File: config.mk
export PLATFORM = sky130hd
export DESIGN_NAME = lsu_mem_ctrl
export DESIGN_NICKNAME = d
export VERILOG_FILES = /design/src/rtl/lsu_mem_ctrl.sv
export SDC_FILE = /design/constraint.sdc
export NUM_CORES = 1
export LEC_CHECK = 0
export CAP_MARGIN = 20
export CORE_UTILIZATION = 35
export DETAILED_ROUTE_END_ITERATION = 6
export HOLD_SLACK_MARGIN = 0.06
export PLACE_DENSITY = 0.66
export REMOVE_ABC_BUFFERS = 1
export SETUP_SLACK_MARGIN = 0.15
export SYNTH_ARGS = -nofsm -noshare
export SYNTH_HDL_FRONTEND = slang
export SYNTH_SLANG_ARGS = --single-unit
File: constraint.sdc
create_clock -name clk -period 1.91 [get_ports clk]
set_clock_uncertainty 0.05 [all_clocks]
set_input_delay 0.382 -clock clk [delete_from_list [all_inputs] [get_ports clk]]
set_output_delay 0.382 -clock clk [all_outputs]
set_load 0.02 [all_outputs]
File: src/rtl/lsu_mem_ctrl.sv
// Load/store unit memory controller: accepts one aligned load/store from the pipeline,
// drives a word-aligned memory request until ack, then returns the extended load data.
//
// state | meaning
// IDLE  | waiting for a request; misaligned requests raise a one-cycle error pulse
// BUSY  | memory request outstanding, held stable until mem_ack_i
// RESP  | access finished; rdata_valid_o pulses for loads
module lsu_mem_ctrl (
  input  logic        clk,
  input  logic        reset,
  input  logic        req_valid_i,
  input  logic [3:0]  req_we_i,
  input  logic [2:0]  req_funct3_i,
  input  logic [31:0] req_addr_i,
  input  logic [31:0] req_wdata_i,
  output logic        stall_o,
  output logic [31:0] rdata_o,
  output logic        rdata_valid_o,
  output logic        err_misaligned_o,
  output logic        mem_req_o,
  output logic [3:0]  mem_we_o,
  output logic [31:0] mem_addr_o,
  output logic [31:0] mem_wdata_o,
  input  logic        mem_ack_i,
  input  logic [31:0] mem_rdata_i
);

  typedef enum logic [1:0] {IDLE, BUSY, RESP} state_t;

  state_t      state_q;
  logic        mem_req_q;
  logic [3:0]  mem_we_q;
  logic [31:0] mem_addr_q;
  logic [31:0] mem_wdata_q;
  logic [31:0] rdata_q;
  logic        rdata_valid_q;
  logic        err_q;
  logic [1:0]  off_q;
  logic [2:0]  funct3_q;
  logic        load_q;

  logic        legal_mask;
  logic        misaligned;
  logic        accept;
  logic [31:0] rd_shift;
  logic [31:0] rd_ext;

  always_comb begin
    legal_mask = (req_we_i == 4'b0000) || (req_we_i == 4'b0001) ||
                 (req_we_i == 4'b0011) || (req_we_i == 4'b1111);
    misaligned = ((req_funct3_i[1:0] == 2'b01) && req_addr_i[0]) ||
                 ((req_funct3_i == 3'b010) && (req_addr_i[1:0] != 2'b00));
  end

  assign accept  = (state_q == IDLE) && req_valid_i && legal_mask && !misaligned;
  // stall is combinational so the pipeline freezes in the very cycle it is accepted
  assign stall_o = !reset && (accept || (state_q == BUSY));

  assign rd_shift = mem_rdata_i >> {off_q, 3'b000};

  always_comb begin
    case (funct3_q)
      3'b000:  rd_ext = {{24{rd_shift[7]}}, rd_shift[7:0]};
      3'b001:  rd_ext = {{16{rd_shift[15]}}, rd_shift[15:0]};
      3'b100:  rd_ext = {24'h000000, rd_shift[7:0]};
      3'b101:  rd_ext = {16'h0000, rd_shift[15:0]};
      default: rd_ext = rd_shift;
    endcase
  end

  always_ff @(posedge clk) begin
    if (reset) begin
      state_q       <= IDLE;
      mem_req_q     <= 1'b0;
      mem_we_q      <= 4'b0000;
      mem_addr_q    <= 32'h0;
      mem_wdata_q   <= 32'h0;
      rdata_q       <= 32'h0;
      rdata_valid_q <= 1'b0;
      err_q         <= 1'b0;
      off_q         <= 2'b00;
      funct3_q      <= 3'b000;
      load_q        <= 1'b0;
    end else begin
      err_q         <= 1'b0;
      rdata_valid_q <= 1'b0;
      case (state_q)
        IDLE: begin
          if (accept) begin
            state_q     <= BUSY;
            mem_req_q   <= 1'b1;
            mem_we_q    <= req_we_i << req_addr_i[1:0];
            mem_addr_q  <= {req_addr_i[31:2], 2'b00};
            mem_wdata_q <= req_wdata_i << {req_addr_i[1:0], 3'b000};
            off_q       <= req_addr_i[1:0];
            funct3_q    <= req_funct3_i;
            load_q      <= (req_we_i == 4'b0000);
          end else if (req_valid_i && legal_mask && misaligned) begin
            err_q <= 1'b1;
          end
        end
        BUSY: begin
          if (mem_ack_i) begin
            state_q       <= RESP;
            mem_req_q     <= 1'b0;
            rdata_valid_q <= load_q;
            if (load_q) begin
              rdata_q <= rd_ext;
            end
          end
        end
        RESP: state_q <= IDLE;
        default: state_q <= IDLE;
      endcase
    end
  end

  assign mem_req_o        = mem_req_q;
  assign mem_we_o         = mem_we_q;
  assign mem_addr_o       = mem_addr_q;
  assign mem_wdata_o      = mem_wdata_q;
  assign rdata_o          = rdata_q;
  assign rdata_valid_o    = rdata_valid_q;
  assign err_misaligned_o = err_q;

endmodule

==> reports/qor.yml, run 1 <==
flow_run:
  cap_violations: 0
sta:
  setup_viol: 0
  layout_min_cycle_time_ps: 1800
  drv_slew: 0
  fmax_mhz: 557
  whs_ps: 285
  relSlewSlack_pct: 58.2
  rsz0062_at_grt: "true"
  fin_crit_sh_pct: 94.0
  hold_viol: 0
  tightest_slew_ps: 624
yosys:
  synth_ff_type: "dfxtp_1"
  syn_area_um2: 5500
  synthCells: 621
  synth_top_area_share_pct: 39.7
  ys_warn_count: 0
  synth_cell_types: 42
  ys_seq_area_share_pct: 39.7
  synth-seq-cells: 109
  synth-async-reset-ratio_pct: 0
  synth_edf_count: 0
  syn_area_per_cell_um2: 8.85
  ys_top_cells_by_area: "dfxtp_1, mux2i_1, a21oi_1, o31ai_1, nand4_1"
  synth_top_area_cell: "dfxtp_1"
drt:
  ant_nets: 0
  vias: 5655
  drtIter0Drc: 267
  postRouteWirelength_um: 18400
  drt_pass1_iterations: 5
  drc: 0
  wire_per_inst_um: 17.8
  viasPerCell: 5.50
layout:
  layout_common_cells: "clkdlybuf4s50_1, dfxtp_1, a21oi_1"
  final_area_um2: 8380
  layout_commonest_cell: "clkdlybuf4s50_1"
  postLayoutCoreUtil_pct: 54.9
  nets: 919
  layout-drive-gt1-share_pct: 13.3
  area_growth_pct: 52.4
critical_path:
  critPathKind: "primary input to output port"
  path_cells: "buf_6 > or3b_4 > o21a_4 > nand3_4 > a21oi_2 > buf_6"
  crit_required_ps: 1480
  ff2ff_path_depth: 5
  timing.rr.end: "mem_wdata_o[23]$_SDFFE_PP0P_"
  cp_slowest_cell: "or3b_4"
  arrival_ps: 1360
  cp_top_family: "simple AND/OR/NAND/NOR gates"
  max_stage_delay_ps: 390
  reg2reg_from: "state_q[0]$_SDFFE_PP0P_"
  critPathBufInv: 2
  cpMostUsedCell: "buf_6"
  endpoint_kind: "output port"
  critPathLaunchType: "primary input"
  r2r_slack_ps: 260
  path_max_fanout: 2
cts:
  cts_buffers: 9
  holdBufCountCts: 0
  clock_latency_ps: 360
  clock_sinks: 109
  clockBufferDepth: 2
  htreeDepth: 3
  clkTransAtPathRegs_ps: 80
  cts_tree: "yes"
  clockRootBuffer: "clkbuf_16"
grt:
  grt_first_pass_wirelength_um: 28800
  grtUsageTotal_pct: 22.3
  use_met2_pct: 37.1
  antenna_found_initial: 2
  overflow: 0
  grt_max_degree: 99
  grt.met3_usage_pct: 7.54
  grt-busiest-layer: "met2"
  grt_pass1_vias: 5730
  grt_util_met1_pct: 26.1
floorplanning:
  die_h_um: 127
  start_util_pct: 36.0
  die_w_um: 127
  die-area_um2: 16200
  row_count: 45
  core_um2: 15300
  io_pins: 211
hold_path:
  hold_end: "off_q[0]$_SDFFE_PP0P_"
  hold_start: "req_addr_i[0]"
  whs_path_depth: 3
  hold_path.class: "primary input to register"
pwr:
  powerDensity_nw_per_um2: 618
  vdd_ir_drop_max_mv: 0.400
  finalPower_uw: 5180
  power_leakage_uw: 0.00410
place:
  place_area_um2: 7920
  io_buffers: 208
  detailed_place_hpwl_um: 12700
  gp_congestion: 0.840
status:
  status: "finished, final reports clean"
[tightest hold or removal path: stages]
cell and delay (ps):
buf_2 140, nand4_1 70, a21oi_1 50
[per-layer routing]
| metal | vias up | wire length (um) |
|---|---|---|
| met3 | 34 | 1770 |
| li1 | 2710 | - |
| met1 | 2674 | 7500 |
| met4 | 2 | 466 |
| met5 | - | 14 |
| met2 | 235 | 8600 |
[cell type report]
cell class	instances	area [um2]
antenna	1	2.50
clock buffer	9	225
clock inverter	7	51.3
fill	1378	6880
inverter	2	7.51
multi-input combinational	438	3040
sequential	109	2180
tap	211	264
timing repair buffer	252	2610
[sequential cells by signal, summed over array words and instances (netlist names)]
name	flops
err_misaligned_o	1
funct3_q	3
load_q	1
mem_addr_o	30
mem_req_o	1
mem_wdata_o	32
mem_we_o	4
off_q	2
rdata_o	32
rdata_valid_o	1
state_q	2
[stage by stage]
step | std cells | setup slack (ps) | TNS (ps)
floorplan | 549 | -1530 | -49130
global placement | 1006 | -726 | -31720
detailed placement | 1006 | -728 | -33990
CTS | 1026 | 101 | 0
global route | 1029 | 71.0 | 0
finish | 1029 | 115 | 0
[where the power goes]
part | internal [uW] | switching (uW)
Combinational | 497 | 552
Clock | 890 | 888
Sequential | 2320 | 29.1
[cell families after synthesis]
group                  count (synthesis)  synth area share (%)
AO/OA/AOI/OAI                        183                  21.8
AND/OR/NAND/NOR                      175                  16.9
multiplexers                          78                  15.4
buffers and inverters                 75                  6.12
other                                  1                0.0682
flip-flops                           109                  39.7
[worst max path at each step]
stage / startpoint / endpoint / slack (ps) / depth (start not counted)
finish: req_funct3_i[2] / stall_o / 110 / 6
global route: state_q[0]$_SDFFE_PP0P_ / stall_o / 70 / 5
CTS: req_funct3_i[0] / stall_o / 100 / 6
detailed placement: req_funct3_i[1] / stall_o / -730 / 6
global placement: req_funct3_i[1] / stall_o / -730 / 6
floorplan: req_we_i[1] / stall_o / -1530 / 4
[Yosys cell counts (2+ instances only)]
cell type and number:
a211oi_1 17, a21o_1 2, a21oi_1 80, a31oi_1 9, buf_1 6, buf_2 29
buf_4 5, clkbuf_1 33, dfxtp_1 109, mux2_2 8, mux2_4 8, mux2i_1 60
nand2_1 28, nand2b_1 10, nand3b_1 2, nand4_1 46, nor2_1 38, nor2b_1 15
nor3_1 17, nor4_1 10, o211ai_1 8, o2bb2ai_1 16, o31ai_1 45, or2_2 2
[repair_timing]
item	4_1_cts	5_1_grt
endpoints found under the setup margin	102	78
gates resized for setup	60	69
hold endpoints to repair	0	0
pin swaps	5	7
buffers inserted	4	2
Note: power is estimated with default switching activity, not from simulation.
==> inputs of run 2 (changes only) <==
--- a/config.mk
+++ b/config.mk
@@ -6,10 +6,10 @@
 export NUM_CORES = 1
 export LEC_CHECK = 0
 export CAP_MARGIN = 20
-export CORE_UTILIZATION = 35
+export CORE_UTILIZATION = 44
 export DETAILED_ROUTE_END_ITERATION = 6
 export HOLD_SLACK_MARGIN = 0.06
-export PLACE_DENSITY = 0.66
+export PLACE_DENSITY = 0.8
 export REMOVE_ABC_BUFFERS = 1
 export SETUP_SLACK_MARGIN = 0.15
 export SYNTH_ARGS = -nofsm -noshare
==> run 2 against run 1 <==
Net effect: final area is essentially flat; non-clock buffer count shrank 4; count of clock-buffer cells in the layout grew 2; routed wire length shrank 0.72%; setup slack lost 35 ps; sequential share of layout area is essentially flat; die area shrank 20%; critical path depth is the same; sequential power is essentially flat; fmax shrank 1.9%; largest cell class unchanged.
==> reports/qor.yml, run 2 (synthesis gave the netlist of run 1 again) <==
drt:
  drt_pass1_iterations: 5  # unchanged
  viasPerCell: 5.92  # +7.8%
  postRouteWirelength_um: 18200  # -0.72%
  drc: 0  # unchanged
  ant_nets: 0  # unchanged
  drtIter0Drc: 505  # +89%
  vias: 5815  # +2.8%
  wire_per_inst_um: 18.6  # +4.0%
sta:
  whs_ps: 270  # -15.1 ps
  drv_slew: 0  # unchanged
  layout_min_cycle_time_ps: 1830  # +35.3 ps
  setup_viol: 0  # unchanged
  fin_crit_sh_pct: 95.8  # +1.8 points
  relSlewSlack_pct: 60.7  # +2.5 points
  rsz0062_at_grt: "true"
  fmax_mhz: 546  # -1.9%
  tightest_slew_ps: 589  # -34.5 ps
  hold_viol: 0  # unchanged
floorplanning:
  core_um2: 12100  # -21%
  die_h_um: 114  # -11%
  io_pins: 211  # unchanged
  start_util_pct: 45.4  # +9.4 points
  die_w_um: 114  # -11%
  row_count: 40  # -11%
  die-area_um2: 12900  # -20%
pwr:
  p_clk_share_pct: 39.3  # +5.0 points
  swShare_pct: 25.4  # -3.0 points
  power_leakage_uw: 0.00392  # -4.2%
  p_comb_share_pct: 18.6  # -1.7 points
  finalPower_uw: 5590  # +7.9%
  vdd_ir_drop_max_mv: 0.400  # +0.14%
  seqPwrFrac_pct: 42.1  # -3.3 points
  internal_power_uw: 4170  # +12%
  switching_power_uw: 1420  # -3.3%
  powerDensity_nw_per_um2: 667  # +7.9%
critical_path:
  reg2reg_from: "state_q[1]$_SDFFE_PP0P_"
  r2r_slack_ps: 250  # about the same
  cp_slowest_cell: "dlygate4sd2_1"
  cp_top_family: "buffers and inverters"
  startpoint: "req_we_i[3]"
  path_max_fanout: 3  # +1
  endpoint_kind: "output port"
  critPathBufInv: 2  # unchanged
  timing.rr.end: "mem_wdata_o[8]$_SDFFE_PP0P_"
  endpoint: "stall_o"
  max_stage_delay_ps: 290  # -100 ps
  ff2ff_path_depth: 7  # +2
  path_cells: "dlygate4sd2_1 > nand4_1 > o31ai_4 > nand3_2 > a21oi_2 > buf_6"
  critPathLaunchType: "primary input"
  crit_required_ps: 1480  # about the same
  path_depth: 6  # unchanged
  arrival_ps: 1400  # +40 ps
  critPathKind: "primary input to output port"
grt:
  antenna_found_initial: 1  # -1
  grt_max_degree: 86  # -13%
  grtUsageTotal_pct: 27.1  # +4.8 points
  grt_pass1_vias: 5642  # -1.5%
  grt_first_pass_wirelength_um: 28000  # -2.5%
  overflow: 0  # unchanged
layout:
  nets: 915  # -0.44%
  fill_cells: 923  # -33%
  layout_common_cells: "clkdlybuf4s50_1, dfxtp_1, a21oi_1"
  register_area_um2: 2180  # about the same
  layout-drive-gt1-share_pct: 12.4  # -0.92 points
  multi_input_area_um2: 3050  # +0.25%
  area_growth_pct: 52.5  # about the same
  layout_commonest_cell: "clkdlybuf4s50_1"
place:
  io_buffers: 208  # unchanged
  gp_congestion: 0.852  # +1.4%
  detailed_place_hpwl_um: 12400  # -2.6%
cts:
  clockBufferDepth: 2  # unchanged
  clkTransAtPathRegs_ps: 70  # about the same
  holdBufCountCts: 0  # unchanged
  cts_buffers: 9  # unchanged
  clockRootBuffer: "clkbuf_16"
  clock_latency_ps: 340  # -20 ps
  cts_tree: "yes"
  clock_sinks: 109  # unchanged
  htreeDepth: 3  # unchanged
hold_path:
  hold_start: "req_funct3_i[1]"
  hold_path.class: "primary input to register"
flow_run:
  cap_violations: 0  # unchanged
status:
  status: "finished, final reports clean"
==> run 2: changes by cell type in the layout (fill, tap and decap cells not counted), sizes merged <==
cell / change
clkinvlp: -2
clkdlybuf4s50: +24
clkinv: -3
clkbuf: -2
bufinv: +3
dlygate4sd2: -18
buf: -4
dlymetal6s2s: -5
clkdlybuf4s15: +3
==> run 2: worst min path at each step <==
stage                                          end  depth (start not counted)
after detailed placement   rdata_o[1]$_SDFFE_PP0P_                          2
after CTS                 funct3_q[1]$_SDFFE_PP0P_                          3
after global placement     rdata_o[1]$_SDFFE_PP0P_                          2
after floorplan                load_q$_SDFFE_PP0P_                          2
final                     funct3_q[1]$_SDFFE_PP0P_                          3
after global routing      funct3_q[1]$_SDFFE_PP0P_                          3
==> run 2: area by class of cell <==
type	count	area share, %
antenna	1	0.0299
sequential	109	26.0
clock inverter	5	1.24
multi-input combinational	438	36.3
inverter	2	0.0896
tap	168	2.51
clock buffer	11	3.01
timing repair buffer	248	30.8
==> run 2: what timing repair did <==
item / CTS / global route
pin swaps: 7 / 4
setup endpoints to repair: 83 / 71
buffers inserted: 2 / 1
gates resized for setup: 42 / 59
==> run 2: through the flow <==
stage	utilization (%)	cells	TNS [ps]	setup slack (ps)	instance area, um2
5_1_grt	69.2	981	0	28.9	8380
2_1_floorplan	-	549	-49130	-1530	5170
6_report	69.2	982	0	79.4	8380
3_5_place_dp	64.7	962	-32040	-713	7840
3_3_place_gp	64.7	962	-30340	-719	7840
4_1_cts	67.8	980	0	81.0	8210
==> run 2: tightest hold or removal path: stages <==
cell and delay (ps):
buf_2 110, nand4_1 70, a21oi_1 60
==> run 2: power groups by stage <==
| stage | Sequential (uW) | Clock [uW] | Combinational [uW] |
|---|---|---|---|
| after CTS | 2360 | 2210 | 1020 |
| after floorplan | 2460 | 0 | 355 |
| after global placement | 2400 | 0 | 1000 |
| final | 2350 | 2190 | 1040 |
| after global routing | 2360 | 2310 | 1100 |
| after detailed placement | 2410 | 0 | 1020 |
==> run 2: layer usage <==
metal | share of wire (%) | GRT usage, % | vias up
met2 | 49 | 47.9 | 311
met5 | 0 | 0 | -
met4 | 2.2 | 10.3 | 0
met1 | 39 | 30.9 | 2769
li1 | - | - | 2695
met3 | 9.5 | 7.92 | 40
